File: config.mk
export PLATFORM = sky130hd
export DESIGN_NAME = fb_arbiter
export DESIGN_NICKNAME = d
export VERILOG_FILES = /design/src/rtl/fb_arbiter_pkg.sv /design/src/rtl/fb_tag_fifo.sv /design/src/rtl/fb_arbiter.sv
export SDC_FILE = /design/constraint.sdc
export NUM_CORES = 1
export LEC_CHECK = 0
export CAP_MARGIN = 0
export CORE_AREA = 2 2 106 108
export DETAILED_ROUTE_END_ITERATION = 10
export DIE_AREA = 0 0 108 110
export GPL_TIMING_DRIVEN = 0
export PLACE_DENSITY = 0.68
export SETUP_SLACK_MARGIN = 0.3
export SLEW_MARGIN = 0
export SYNTH_ARGS = -nofsm -noshare
export SYNTH_HDL_FRONTEND = slang
export SYNTH_SLANG_ARGS = --single-unit
File: constraint.sdc
create_clock -name memory_clock -period 5.5 [get_ports memory_clock]
set_input_delay 1.1 -clock memory_clock [delete_from_list [all_inputs] [get_ports memory_clock]]
set_output_delay 1.1 -clock memory_clock [all_outputs]
set_load 0.05 [all_outputs]
File: src/rtl/fb_arbiter_pkg.sv
// Shared types and default widths for the frame-buffer arbiter.
package fb_arbiter_pkg;

  localparam int unsigned DATA_W          = 32;
  localparam int unsigned BE_W            = 4;
  localparam int unsigned DEF_ADDR_W      = 30;
  localparam int unsigned DEF_MAX_PENDING = 8;
  localparam int unsigned DEF_CPU_EVERY   = 4;

  typedef enum logic {
    MASTER_VIDEO = 1'b0,
    MASTER_CPU   = 1'b1
  } master_id_t;

endpackage

File: src/rtl/fb_tag_fifo.sv
// Owner-ID FIFO: one entry per outstanding read, popped as beats return in order.
module fb_tag_fifo
  import fb_arbiter_pkg::*;
#(
  parameter int unsigned DEPTH = DEF_MAX_PENDING
) (
  input  logic                     clk_i,
  input  logic                     rst_ni,
  input  logic                     push_i,
  input  master_id_t               push_id_i,
  input  logic                     pop_i,
  output master_id_t               head_o,
  output logic                     full_o,
  output logic                     empty_o,
  output logic [$clog2(DEPTH):0]   count_o
);

  localparam int unsigned PTR_W = $clog2(DEPTH);
  localparam int unsigned CNT_W = PTR_W + 1;

  master_id_t         mem_q [DEPTH];
  logic [PTR_W-1:0]   wr_ptr_q, wr_ptr_d;
  logic [PTR_W-1:0]   rd_ptr_q, rd_ptr_d;
  logic [CNT_W-1:0]   count_q, count_d;
  logic               do_push, do_pop;

  assign full_o  = (count_q == CNT_W'(DEPTH));
  assign empty_o = (count_q == '0);
  assign count_o = count_q;
  assign head_o  = mem_q[rd_ptr_q];

  assign do_push = push_i & ~full_o;
  assign do_pop  = pop_i & ~empty_o;

  // Pointers wrap naturally since DEPTH is a power of two.
  always_comb begin
    wr_ptr_d = wr_ptr_q;
    rd_ptr_d = rd_ptr_q;
    count_d  = count_q;
    if (do_push) wr_ptr_d = wr_ptr_q + PTR_W'(1);
    if (do_pop)  rd_ptr_d = rd_ptr_q + PTR_W'(1);
    case ({do_push, do_pop})
      2'b10:   count_d = count_q + CNT_W'(1);
      2'b01:   count_d = count_q - CNT_W'(1);
      default: count_d = count_q;
    endcase
  end

  always_ff @(posedge clk_i or negedge rst_ni) begin
    if (!rst_ni) begin
      wr_ptr_q <= '0;
      rd_ptr_q <= '0;
      count_q  <= '0;
    end else begin
      wr_ptr_q <= wr_ptr_d;
      rd_ptr_q <= rd_ptr_d;
      count_q  <= count_d;
    end
  end

  always_ff @(posedge clk_i) begin
    if (do_push) mem_q[wr_ptr_q] <= push_id_i;
  end

endmodule

File: src/rtl/fb_arbiter.sv
// Two-master arbiter sharing one pipelined frame-buffer slave between video DMA and CPU,
// with in-order routing of read beats back to their issuer.
module fb_arbiter
  import fb_arbiter_pkg::*;
#(
  parameter int unsigned ADDR_W      = DEF_ADDR_W,
  parameter int unsigned MAX_PENDING = DEF_MAX_PENDING,
  parameter int unsigned CPU_EVERY   = DEF_CPU_EVERY
) (
  input  logic                memory_clock,
  input  logic                reset_n,

  input  logic [ADDR_W-1:0]   video_address,
  input  logic                video_read,
  output logic                video_waitrequest,
  output logic [DATA_W-1:0]   video_readdata,
  output logic                video_readdatavalid,

  input  logic [ADDR_W-1:0]   cpu_address,
  input  logic                cpu_read,
  input  logic                cpu_write,
  input  logic [DATA_W-1:0]   cpu_writedata,
  input  logic [BE_W-1:0]     cpu_byteenable,
  output logic                cpu_waitrequest,
  output logic [DATA_W-1:0]   cpu_readdata,
  output logic                cpu_readdatavalid,

  output logic [ADDR_W-1:0]   mem_address,
  output logic                mem_read,
  output logic                mem_write,
  output logic [DATA_W-1:0]   mem_writedata,
  output logic [BE_W-1:0]     mem_byteenable,
  input  logic                mem_waitrequest,
  input  logic [DATA_W-1:0]   mem_readdata,
  input  logic                mem_readdatavalid,

  output logic                err_orphan
);

  localparam int unsigned CNT_W    = $clog2(MAX_PENDING) + 1;
  localparam int unsigned STREAK_W = $clog2(CPU_EVERY + 1);

  logic                locked_q, locked_d;
  master_id_t          lock_owner_q, lock_owner_d;
  logic [STREAK_W-1:0] streak_q, streak_d;
  logic                err_orphan_q, err_orphan_d;

  logic                fifo_full, fifo_empty;
  master_id_t          fifo_head;
  logic [CNT_W-1:0]    fifo_count;

  logic                cpu_req, vid_eff, cpu_eff;
  logic                grant_vld;
  master_id_t          grant_id;
  logic                cmd_vld, accept, push;

  // A read that cannot get a tag is not a candidate, so a full FIFO never blocks CPU writes.
  assign cpu_req = cpu_read | cpu_write;
  assign vid_eff = video_read & ~fifo_full;
  assign cpu_eff = cpu_write | (cpu_read & ~fifo_full);

  always_comb begin
    grant_vld = 1'b0;
    grant_id  = MASTER_VIDEO;
    if (locked_q) begin
      grant_vld = 1'b1;
      grant_id  = lock_owner_q;
    end else if (vid_eff && !(cpu_eff && streak_q == STREAK_W'(CPU_EVERY))) begin
      grant_vld = 1'b1;
      grant_id  = MASTER_VIDEO;
    end else if (cpu_eff) begin
      grant_vld = 1'b1;
      grant_id  = MASTER_CPU;
    end
  end

  always_comb begin
    mem_address    = '0;
    mem_read       = 1'b0;
    mem_write      = 1'b0;
    mem_writedata  = '0;
    mem_byteenable = '0;
    if (grant_vld) begin
      if (grant_id == MASTER_CPU) begin
        mem_address    = cpu_address;
        mem_read       = cpu_read & ~fifo_full;
        mem_write      = cpu_write;
        mem_writedata  = cpu_writedata;
        mem_byteenable = cpu_byteenable;
      end else begin
        mem_address    = video_address;
        mem_read       = video_read & ~fifo_full;
        mem_byteenable = 4'hF;
      end
    end
  end

  assign cmd_vld = mem_read | mem_write;
  assign accept  = cmd_vld & ~mem_waitrequest;
  assign push    = mem_read & ~mem_waitrequest;

  assign video_waitrequest = (grant_vld && grant_id == MASTER_VIDEO)
                             ? (mem_waitrequest | fifo_full) : 1'b1;
  assign cpu_waitrequest   = (grant_vld && grant_id == MASTER_CPU)
                             ? (mem_waitrequest | (cpu_read & fifo_full)) : 1'b1;

  assign video_readdata      = mem_readdata;
  assign cpu_readdata        = mem_readdata;
  assign video_readdatavalid = mem_readdatavalid & ~fifo_empty & (fifo_head == MASTER_VIDEO);
  assign cpu_readdatavalid   = mem_readdatavalid & ~fifo_empty & (fifo_head == MASTER_CPU);
  assign err_orphan          = err_orphan_q;

  // Lock holds a stalled request on the bus until the slave takes it.
  always_comb begin
    locked_d     = cmd_vld & mem_waitrequest;
    lock_owner_d = lock_owner_q;
    streak_d     = streak_q;
    err_orphan_d = err_orphan_q;
    if (cmd_vld && mem_waitrequest) lock_owner_d = grant_id;
    if (!cpu_req || (accept && grant_id == MASTER_CPU)) begin
      streak_d = '0;
    end else if (accept && grant_id == MASTER_VIDEO && streak_q != STREAK_W'(CPU_EVERY)) begin
      streak_d = streak_q + STREAK_W'(1);
    end
    if (mem_readdatavalid && fifo_empty) err_orphan_d = 1'b1;
  end

  always_ff @(posedge memory_clock or negedge reset_n) begin
    if (!reset_n) begin
      locked_q     <= 1'b0;
      lock_owner_q <= MASTER_VIDEO;
      streak_q     <= '0;
      err_orphan_q <= 1'b0;
    end else begin
      locked_q     <= locked_d;
      lock_owner_q <= lock_owner_d;
      streak_q     <= streak_d;
      err_orphan_q <= err_orphan_d;
    end
  end

  always_ff @(posedge memory_clock) begin
    if (reset_n) assert (fifo_count <= CNT_W'(MAX_PENDING));
  end

  fb_tag_fifo #(
    .DEPTH (MAX_PENDING)
  ) u_tag_fifo (
    .clk_i     (memory_clock),
    .rst_ni    (reset_n),
    .push_i    (push),
    .push_id_i (grant_id),
    .pop_i     (mem_readdatavalid),
    .head_o    (fifo_head),
    .full_o    (fifo_full),
    .empty_o   (fifo_empty),
    .count_o   (fifo_count)
  );

endmodule

==> metrics.csv, run 1 <==
stage,metric,value,unit
synth,Syn Nets,412,
worst_setup_path,CP Launch Point,cpu_read,
clock_tree,hold buffers post-CTS,0,
worst_setup_path,Startpoint Class,input pin,
drt,drt total wl,9330,µm
synth,Synth Area per Inst,9.02,µm²
timing,Final Skew,3.78,ps
clock_tree,CTS buffer count,3,
placement,PortBufs,239,
drt,DR vias/cell,4.28,
global_routing,largest net degree at the start of global routing,18,
clock_tree,H-tree depth reported by CTS,1,
placement,GPL Wtd Cong,0.814,
clock_tree,CTS tree,built,
timing,setup TNS,0,ps
timing,max_slew headroom,0.480,
clock_tree,Root Driver,clkbuf_8,
global_routing,first-pass GRT wire length,13200,µm
worst_setup_path,Required @ worst endpoint,4400,ps
die,# IOs,272,
die,Rows,38,
timing,highest clock rate,0.211,GHz
min_path,HP Start,err_orphan,
timing,Slew Limit Fails,0,
worst_setup_path,R2R Path Start,streak_q[0],
global_routing,total routing usage reported by global routing,0.139,
synth,Yosys warnings,0,
job,Max Cap Viol,0,
timing,period utilization,0.862,
worst_setup_path,Crit path arrival time,3640,ps
timing,Worst Tran Pin Value,777,ps
global_routing,vias in the first global route,2719,
clock_tree,clk slew on worst S/H paths,80,ps
finish,Final #Nets,656,
drt,DR pass1 iterations,4,
synth,"Primary FF master, synth",dfrtp_1,
min_path,HP Class,flip-flop to flip-flop,
timing,fin crit period,4740,ps
timing,final count of negative-setup-slack endpoints,0,
die,DIE HEIGHT,110,µm
finish,area grow syn2layout,108,%
worst_setup_path,Worst setup EP type,output pin,
worst_setup_path,Setup CP Type,input pin to output pin,
clock_tree,clk sinks,24,
drt,Post-DRT Antenna Nets,0,
drt,drt initial violations,133,
die,Starting Density,0.228,
clock_tree,Setup Buffers After CTS,0,
timing,RSZ-0062 raised after global routing,false,
clock_tree,post_cts resized,0,
synth,Post-synth ARST share,0.667,
placement,Final HPWL DP,8100,µm
synth,synthesis-stage register bit count,24,
pwr,pwr/cell area,421,nW/µm²
finish,Reg area,641,µm²
global_routing,gr ovfl total,0,
die,Core Box Area,10700,µm²
placement,Inst Count DP,649,
synth,synthesized cell area,2440,µm²
clock_tree,Skew-Pair Late Insertion Delay,270,ps
global_routing,initial antenna violation count,0,
pwr,Leakage,0.00213,µW
synth,Yosys cell types,46,
run_status,status,"complete, no violations",
die,Die Area,11900,µm²
synth,"Seq/Total Area, Yosys",0.263,
finish,share of layout cells above drive strength 1,0.173,
synth,Post-Syn Instances,270,
finish,Final Non-Filler Cells,653,
finish,n_diodes,0,
timing,Hold Fails Final Rpt,0,
pwr,VDD IR max,235,µV
drt,drt wl/cell,14.3,µm
finish,area of the multi-input gates,1200,µm²
synth,Post-synth EDFFs,8,
worst_setup_path,worst-path fanout max,10,
drt,DRC viols,0,
finish,Fillers,981,
clock_tree,CTS Buffer Depth,2,
drt,total vias in the final route,2796,
die,chip width,108,µm
==> state kept, by name (all words and copies together), names as in the netlist <==
name,cells
err_orphan,1
lock_owner_q,1
locked_q,1
streak_q,3
u_tag_fifo.count_o,4
u_tag_fifo.mem_q,8
u_tag_fifo.rd_ptr_q,3
u_tag_fifo.wr_ptr_q,3
==> Yosys cell counts, types with 3 or more instances <==
cell type / n / area (µm²)
xor2_1: 5 / 43.8
buf_2: 9 / 45.0
and2_1: 33 / 206
dfrtp_1: 16 / 400
a21oi_1: 4 / 20.0
edfxtp_1: 8 / 240
nor2b_1: 6 / 37.5
buf_4: 64 / 480
nand2_1: 13 / 48.8
xnor2_1: 4 / 35.0
nand2b_1: 3 / 18.8
nor2_1: 10 / 37.5
nor3_1: 3 / 15.0
inv_1: 9 / 33.8
ha_1: 7 / 87.6
a21o_1: 6 / 45.0
a22o_1: 31 / 272
==> cell usage in the layout (no fill, tap or decap), types with 3 or more instances in the layout <==
cell,count
a21o_1,6
a21oi_1,4
a22o_1,31
and2_1,33
buf_2,9
buf_4,64
clkbuf_8,3
clkdlybuf4s50_1,239
dfrtp_1,16
edfxtp_1,8
ha_1,7
inv_1,9
nand2_1,13
nand2b_1,3
nor2_1,10
nor2b_1,6
nor3_1,3
xnor2_1,4
xor2_1,5
==> per-layer routing <==
layer | routed length [µm] | up-vias | track usage
met3 | 780 | 6 | 0.0247
met5 | 0 | - | 0
met1 | 3690 | 1281 | 0.175
li1 | - | 1361 | -
met2 | 4780 | 148 | 0.252
met4 | 72 | 0 | 0.0220
==> path summary, 6_finish.rpt <==
check	end	slack (ps)	cells past startpoint
setup / recovery	mem_address[11]	760	7
hold reg to reg	err_orphan	470	1
max in group asynchronous	u_tag_fifo.count_o[2]	3740	1
hold / removal	err_orphan	470	1
min in group asynchronous	streak_q[0]	1280	1
setup reg to reg	u_tag_fifo.count_o[2]	2460	13
==> per-stage QoR <==
stage / area [µm²] / utilization / hold slack, ps / total power [µW] / worst slack (ps)
floorplan: 2440 / - / 466 / 1450 / 1810
global placement: 5000 / 0.468 / 447 / 1980 / 746
detailed placement: 5000 / 0.468 / 452 / 1990 / 734
CTS: 5070 / 0.474 / 473 / 2150 / 726
global route: 5070 / 0.474 / 510 / 2250 / 569
finish: 5070 / 0.474 / 466 / 2140 / 758
==> report_power, final <==
group / switching, µW / internal, µW / total (µW)
logic: 1030 / 639 / 1670
clock network: 56.7 / 97.3 / 154
registers: 62.3 / 252 / 314
total: 1150 / 989 / 2140
==> kinds of logic (layout without fill, tap and decap cells) <==
| family | Yosys count | in the layout | synth area share |
|---|---|---|---|
| and+or+nand+nor | 82 | 82 | 0.195 |
| muxes | 6 | 6 | 0.0360 |
| xor gates and xnor gates | 9 | 9 | 0.0324 |
| AOI/OAI and AO/OA | 55 | 55 | 0.195 |
| DFF | 24 | 24 | 0.263 |
| adders and majority gates | 7 | 7 | 0.0360 |
| buffers and inverters | 87 | 330 | 0.243 |
==> critical path, cell delays in order <==
cell and delay, ps:
clkdlybuf4s50_1 540, a21oi_4 210, nor2_1 90, o31ai_4 380, buf_2 300, a22o_1 180
clkdlybuf4s50_1 840
==> final cells by class <==
| type | count | share of cell area |
|---|---|---|
| clock inverter | 1 | 0.00592 |
| buffer | 78 | 0.110 |
| sequential | 24 | 0.126 |
| multi-input combinational | 159 | 0.237 |
| tap | 140 | 0.0345 |
| timing repair buffer | 239 | 0.471 |
| inverter | 9 | 0.00666 |
| clock buffer | 3 | 0.00814 |
(Power assumes the default switching activity.)
==> run 2: changes to the inputs <==
--- a/config.mk
+++ b/config.mk
@@ -12,7 +12,6 @@
 export GPL_TIMING_DRIVEN = 0
 export PLACE_DENSITY = 0.68
 export SETUP_SLACK_MARGIN = 0.3
-export SLEW_MARGIN = 0
 export SYNTH_ARGS = -nofsm -noshare
 export SYNTH_HDL_FRONTEND = slang
 export SYNTH_SLANG_ARGS = --single-unit
==> results of run 2 <==
No change in the layout: final DEF, timing and power equal those of run 1.
